==> config.mk <==
export PLATFORM = sky130hd
export DESIGN_NAME = seg7_scroll_buffer
export DESIGN_NICKNAME = d
export VERILOG_FILES = /design/src/rtl/seg7_scroll_buffer.sv
export SDC_FILE = /design/constraint.sdc
export NUM_CORES = 1
export LEC_CHECK = 0
export ABC_AREA = 1
export ABC_CLOCK_PERIOD_IN_PS = 2700
export CORE_ASPECT_RATIO = 1.25
export CORE_MARGIN = 3
export CORE_UTILIZATION = 55
export CTS_BUF_LIST = sky130_fd_sc_hd__clkbuf_16
export DETAILED_ROUTE_END_ITERATION = 6
export HOLD_SLACK_MARGIN = 0.05
export PLACE_DENSITY = 0.78
export SLEW_MARGIN = 20
export SYNTH_ARGS = -nofsm -noshare
export SYNTH_HDL_FRONTEND = slang
export SYNTH_SLANG_ARGS = --single-unit
==> constraint.sdc <==
create_clock -name clk -period 2.7 [get_ports clk]
set_input_delay 0.405 -clock clk [delete_from_list [all_inputs] [get_ports clk]]
set_output_delay 0.405 -clock clk [all_outputs]
set_load 0.1 [all_outputs]
==> src/rtl/seg7_scroll_buffer.sv <==
// Character FIFO feeding a scrolling seven-segment window. Characters enter
// through valid/ready and shift into digit 0 at a fixed rate; blanks follow when the FIFO is empty.
module seg7_scroll_buffer #(
  parameter int clk_mhz    = 50,
  parameter int w_digit    = 8,
  parameter int scroll_hz  = 5,
  parameter int fifo_depth = 4
) (
  input  logic                          clk,
  input  logic                          rst,
  input  logic                          char_valid,
  input  logic [4:0]                    char_code,
  output logic                          char_ready,
  input  logic                          pause,
  input  logic                          clear,
  output logic [w_digit*8-1:0]          patterns,
  output logic                          scroll_tick,
  output logic [$clog2(fifo_depth):0]   fifo_count
);

  localparam int PERIOD = clk_mhz * 1_000_000 / scroll_hz;
  localparam int DIV_W  = (PERIOD > 1) ? $clog2(PERIOD) : 1;
  localparam int PTR_W  = $clog2(fifo_depth);
  localparam int CNT_W  = PTR_W + 1;
  localparam int PAT_W  = w_digit * 8;
  localparam logic [DIV_W-1:0] DIV_LAST = DIV_W'(PERIOD - 1);
  localparam logic [CNT_W-1:0] CNT_FULL = CNT_W'(fifo_depth);

  // Segment order {a,b,c,d,e,f,g,h}; the decimal point is never lit.
  function automatic logic [7:0] encode(input logic [4:0] code);
    logic [7:0] seg;
    case (code)
      5'h00: seg = 8'hFC;  5'h01: seg = 8'h60;  5'h02: seg = 8'hDA;  5'h03: seg = 8'hF2;
      5'h04: seg = 8'h66;  5'h05: seg = 8'hB6;  5'h06: seg = 8'hBE;  5'h07: seg = 8'hE0;
      5'h08: seg = 8'hFE;  5'h09: seg = 8'hF6;  5'h0A: seg = 8'hEE;  5'h0B: seg = 8'h3E;
      5'h0C: seg = 8'h9C;  5'h0D: seg = 8'h7A;  5'h0E: seg = 8'h9E;  5'h0F: seg = 8'h8E;
      5'h10: seg = 8'hBC;  5'h11: seg = 8'h6E;  5'h12: seg = 8'h1C;  5'h13: seg = 8'hCE;
      5'h14: seg = 8'h0A;  5'h15: seg = 8'h7C;  5'h16: seg = 8'h02;
      default: seg = 8'h00;
    endcase
    return seg;
  endfunction

  logic [DIV_W-1:0] div_q, div_d;
  logic [PTR_W-1:0] wr_ptr_q, wr_ptr_d, rd_ptr_q, rd_ptr_d;
  logic [CNT_W-1:0] count_q, count_d;
  logic             ready_q, ready_d;
  logic             tick_q, tick_d;
  logic [PAT_W-1:0] pat_q, pat_d;
  logic [4:0]       mem_q [fifo_depth];

  logic       step_s, push_s, pop_s;
  logic [7:0] dig0_s;

  // Next-state logic: clear overrides everything; a pop only happens on a step with data queued.
  always_comb begin
    step_s   = (div_q == DIV_LAST) && !pause && !clear;
    push_s   = char_valid && ready_q && !clear;
    pop_s    = step_s && (count_q != {CNT_W{1'b0}});
    dig0_s   = pop_s ? encode(mem_q[rd_ptr_q]) : 8'h00;
    div_d    = div_q;
    wr_ptr_d = wr_ptr_q;
    rd_ptr_d = rd_ptr_q;
    count_d  = count_q;
    pat_d    = pat_q;
    tick_d   = step_s;
    if (clear) begin
      div_d    = {DIV_W{1'b0}};
      wr_ptr_d = {PTR_W{1'b0}};
      rd_ptr_d = {PTR_W{1'b0}};
      count_d  = {CNT_W{1'b0}};
      pat_d    = {PAT_W{1'b0}};
    end else begin
      if (pause) begin
        div_d = div_q;
      end else if (div_q == DIV_LAST) begin
        div_d = {DIV_W{1'b0}};
      end else begin
        div_d = div_q + DIV_W'(1);
      end
      if (push_s) begin
        wr_ptr_d = wr_ptr_q + PTR_W'(1);
      end else begin
        wr_ptr_d = wr_ptr_q;
      end
      if (pop_s) begin
        rd_ptr_d = rd_ptr_q + PTR_W'(1);
      end else begin
        rd_ptr_d = rd_ptr_q;
      end
      case ({push_s, pop_s})
        2'b10:   count_d = count_q + CNT_W'(1);
        2'b01:   count_d = count_q - CNT_W'(1);
        default: count_d = count_q;
      endcase
      if (step_s) begin
        pat_d = (pat_q << 8) | PAT_W'(dig0_s);
      end else begin
        pat_d = pat_q;
      end
    end
    ready_d = (count_d != CNT_FULL);
  end

  // Control and window state registers.
  always_ff @(posedge clk or negedge rst) begin
    if (!rst) begin
      div_q    <= {DIV_W{1'b0}};
      wr_ptr_q <= {PTR_W{1'b0}};
      rd_ptr_q <= {PTR_W{1'b0}};
      count_q  <= {CNT_W{1'b0}};
      ready_q  <= 1'b1;
      tick_q   <= 1'b0;
      pat_q    <= {PAT_W{1'b0}};
    end else begin
      div_q    <= div_d;
      wr_ptr_q <= wr_ptr_d;
      rd_ptr_q <= rd_ptr_d;
      count_q  <= count_d;
      ready_q  <= ready_d;
      tick_q   <= tick_d;
      pat_q    <= pat_d;
    end
  end

  // Character storage; contents are only meaningful between the pointers.
  always_ff @(posedge clk or negedge rst) begin
    if (!rst) begin
      for (int i = 0; i < fifo_depth; i++) begin
        mem_q[i] <= 5'h00;
      end
    end else if (push_s) begin
      mem_q[wr_ptr_q] <= char_code;
    end else begin
      mem_q[wr_ptr_q] <= mem_q[wr_ptr_q];
    end
  end

  assign char_ready  = ready_q;
  assign scroll_tick = tick_q;
  assign patterns    = pat_q;
  assign fifo_count  = count_q;

endmodule

==> summary.md <==
| Metric | Value |
|---|---|
| GPL Wtd Cong | just under 1 |
| Via Count | ~5200 |
| Netlist Area Pre-Place | a little under 6000 µm² |
| Pre-CTS setup slack | 0.114 ns |
| Worst-path maximum fanout | 4 |
| Total grt overflow | 0 |
| Layout Skew | slightly below 0.005 ns |
| Die Ht | ~120 µm |
| CTS tree | yes |
| DR WL/cell | about 14 µm |
| Fill cells | 873 |
| Register area share after synthesis | 0.469 |
| Min Tclk post-route | 2.47 ns |
| Period utilization | 0.915 |
| Setup-failing EPs final | 0 |
| Nets@finish | 841 |
| Synth Flop Type | dfrtp_1 |
| Critical path capture point type | register |
| Hold_buf cts | 0 |
| Max cap viols | 0 |
| CP Data Required Time | ~3 ns |
| Hold Crit Class | in2async |
| Leading area contributor after synthesis | dfrtp_1 |
| First-pass GRT wire length | between 20000 and 25000 µm |
| Core Area | 10200 µm² |
| Syn avg cell area | slightly below 8 µm² |
| Initial drt markers | around 400 |
| Asr flop ratio synth | 1.00 |
| Synth Warn # | 0 |
| Synth-to-Final Area Change | 16.0% |
| Worst-path clk slew | about 0.07 ns |
| Worst-case headroom to the max-slew limit | 0.557 |
| Hpwl dp | 10100 µm |
| Vias in the first global route | ~5100 |
| EDFF count, synth | 0 |
| Routed WL | 13700 µm |
| Root buffer cell | clkbuf_16 |
| Top cell type's share of synthesized area | 0.464 |
| Setup ws final | ~0.23 ns |
| Buffers on Ports | 70 |
| Fmax achieved | between 400 and 500 MHz |
| Reg2reg setup slack | 0.23 ns |
| Die area | 11900 µm² |
| Most common cell after layout, fill and taps aside | nand2_1 |
| Die width | approximately 98 µm |
| Number of remaining DRC errors | 0 |
| Initial antenna violation count | 0 |
| Row cnt | 41 |
| CTS Sinks | 109 |
| Syn Inst Count | between 700 and 800 |
| TritonRoute pass-1 iters | 5 |
| Synth cell types | 38 |
| GRT Resource Usage Total | 0.237 |
| Starting Density | 0.570 |
| Slew @ Worst Pin | 0.665 ns |
| Final Slew Violations | 0 |
| Largest net degree at the start of global routing | 50 |
| Leakage | around 3.3 nW |
| WHS | around 0.077 ns |
| DR vias/cell | 5.46 |
| Most frequent cells in the layout | 163 x nand2_1, 111 x inv_1, 108 x dfrtp_1 |
| CTS Buf Count | 9 |
| Final Hold Viols | 0 |
| Worst skew pair latency | around 0.34 ns |
| Share of cells above drive strength 1 | 0.141 |
| CP Launch Type | register |
| WS Path Type | reg2reg |
| Htree depth | 3 |
| Final Util | 0.662 |
| Final ANT Viol Nets | 0 |
| Critical Path AT | between 2 and 3 ns |
| Maximum vdd ir drop | 336 µV |
| Power per cell area | between 500 and 600 nW/µm² |
| I/O pin total | 79 |
| Clock buffer depth | 2 |
| Status | completed |
| Ant. Diodes | 0 |
| Synthesized flop and latch total | around 110 |
| Area contributors post-synth | dfrtp_1 46%, nand2_1 11%, inv_1 7.2% |
-- power breakdown --
| part | switching [mW] | internal [mW] | leakage [nW] | total (mW) |
|---|---|---|---|---|
| clock | 0.645 | 0.649 | 0.141 | 1.29 |
| combinational | 0.565 | 0.253 | 1.68 | 0.819 |
| sequential | 0.103 | 1.76 | 1.47 | 1.87 |
-- synthesized netlist by cell type (all sizes together), types with 10 or more instances --
library cell / number
nand2: 168
inv: 119
dfrtp: 108
nand3: 70
o21ai: 65
nor2: 63
o22ai: 36
buf: 23
a21oi: 22
ha: 13
nor3: 12
clkbuf: 10
nand4: 10
-- routing by layer --
layer	GRT usage	wire, µm	vias to the layer above
li1	-	-	2553
met1	0.303	5780	2435
met2	0.410	6920	169
met3	0.0259	642	31
met4	0.100	363	0
met5	0	0	-
-- final cells by class --
| cell class | instances | area, µm² | area share |
|---|---|---|---|
| Multi-Input combinational cell | 493 | 2450 | 0.363 |
| Sequential cell | 109 | 2730 | 0.405 |
| Inverter | 121 | 459 | 0.0680 |
| Clock buffer | 9 | 225 | 0.0333 |
| Timing Repair Buffer | 83 | 656 | 0.0971 |
| Clock inverter | 7 | 70.1 | 0.0104 |
| Tap cell | 129 | 161 | 0.0239 |
-- stage by stage --
stage                     TNS [ns]  power [mW]  cell area (µm²)  instances
after floorplan                  0        2.50             5850        756
after global placement           0        2.66             6450        934
after detailed placement         0        2.70             6450        934
after CTS                        0        3.99             6750        950
after global routing      -0.00132        4.22             6760        951
final                            0        3.98             6760        951
-- state kept, by name, indices dropped and copies added, names as in the netlist --
name / flops
char_ready: 1
div_q: 24
fifo_count: 3
mem_q: 20
patterns: 56
rd_ptr_q: 2
scroll_tick: 1
wr_ptr_q: 2
-- critical path: stages, from the launching register on --
cell,delay [ns]
dfrtp_1,0.41
ha_1,0.25
nand2_2,0.10
nor2_4,0.04
nand2_2,0.10
nor2_4,0.06
nand4_1,0.10
inv_1,0.06
ha_1,0.21
fa_1,0.39
a21oi_1,0.15
o21a_1,0.15
o21ai_0,0.08
a21oi_1,0.18
nand3b_1,0.09
-- worst paths after layout --
check	cells after the start	to	startpoint
max	14	char_ready	div_q[0]
min reg2reg	2	patterns[58]	patterns[58]
min	1	patterns[62]	rst
min in group clk	2	patterns[58]	patterns[58]
max reg2reg	14	char_ready	div_q[0]
max in group asynchronous	2	mem_q[7]	rst
-- logic make-up after synthesis --
kind of cell,Yosys count,share of synthesized area
xor+xnor,4,0.00602
buf+inv,154,0.115
fa+ha+maj,14,0.0314
flops,109,0.469
simple gates,335,0.254
compound gates,132,0.125
other cells,1,0.000644
-- timing repair --
action,4_1_cts,5_1_grt
setup buffers,0,1
setup endpoints to repair,0,1
gates resized for setup,0,0
Note: power is estimated with default switching activity, not from simulation.
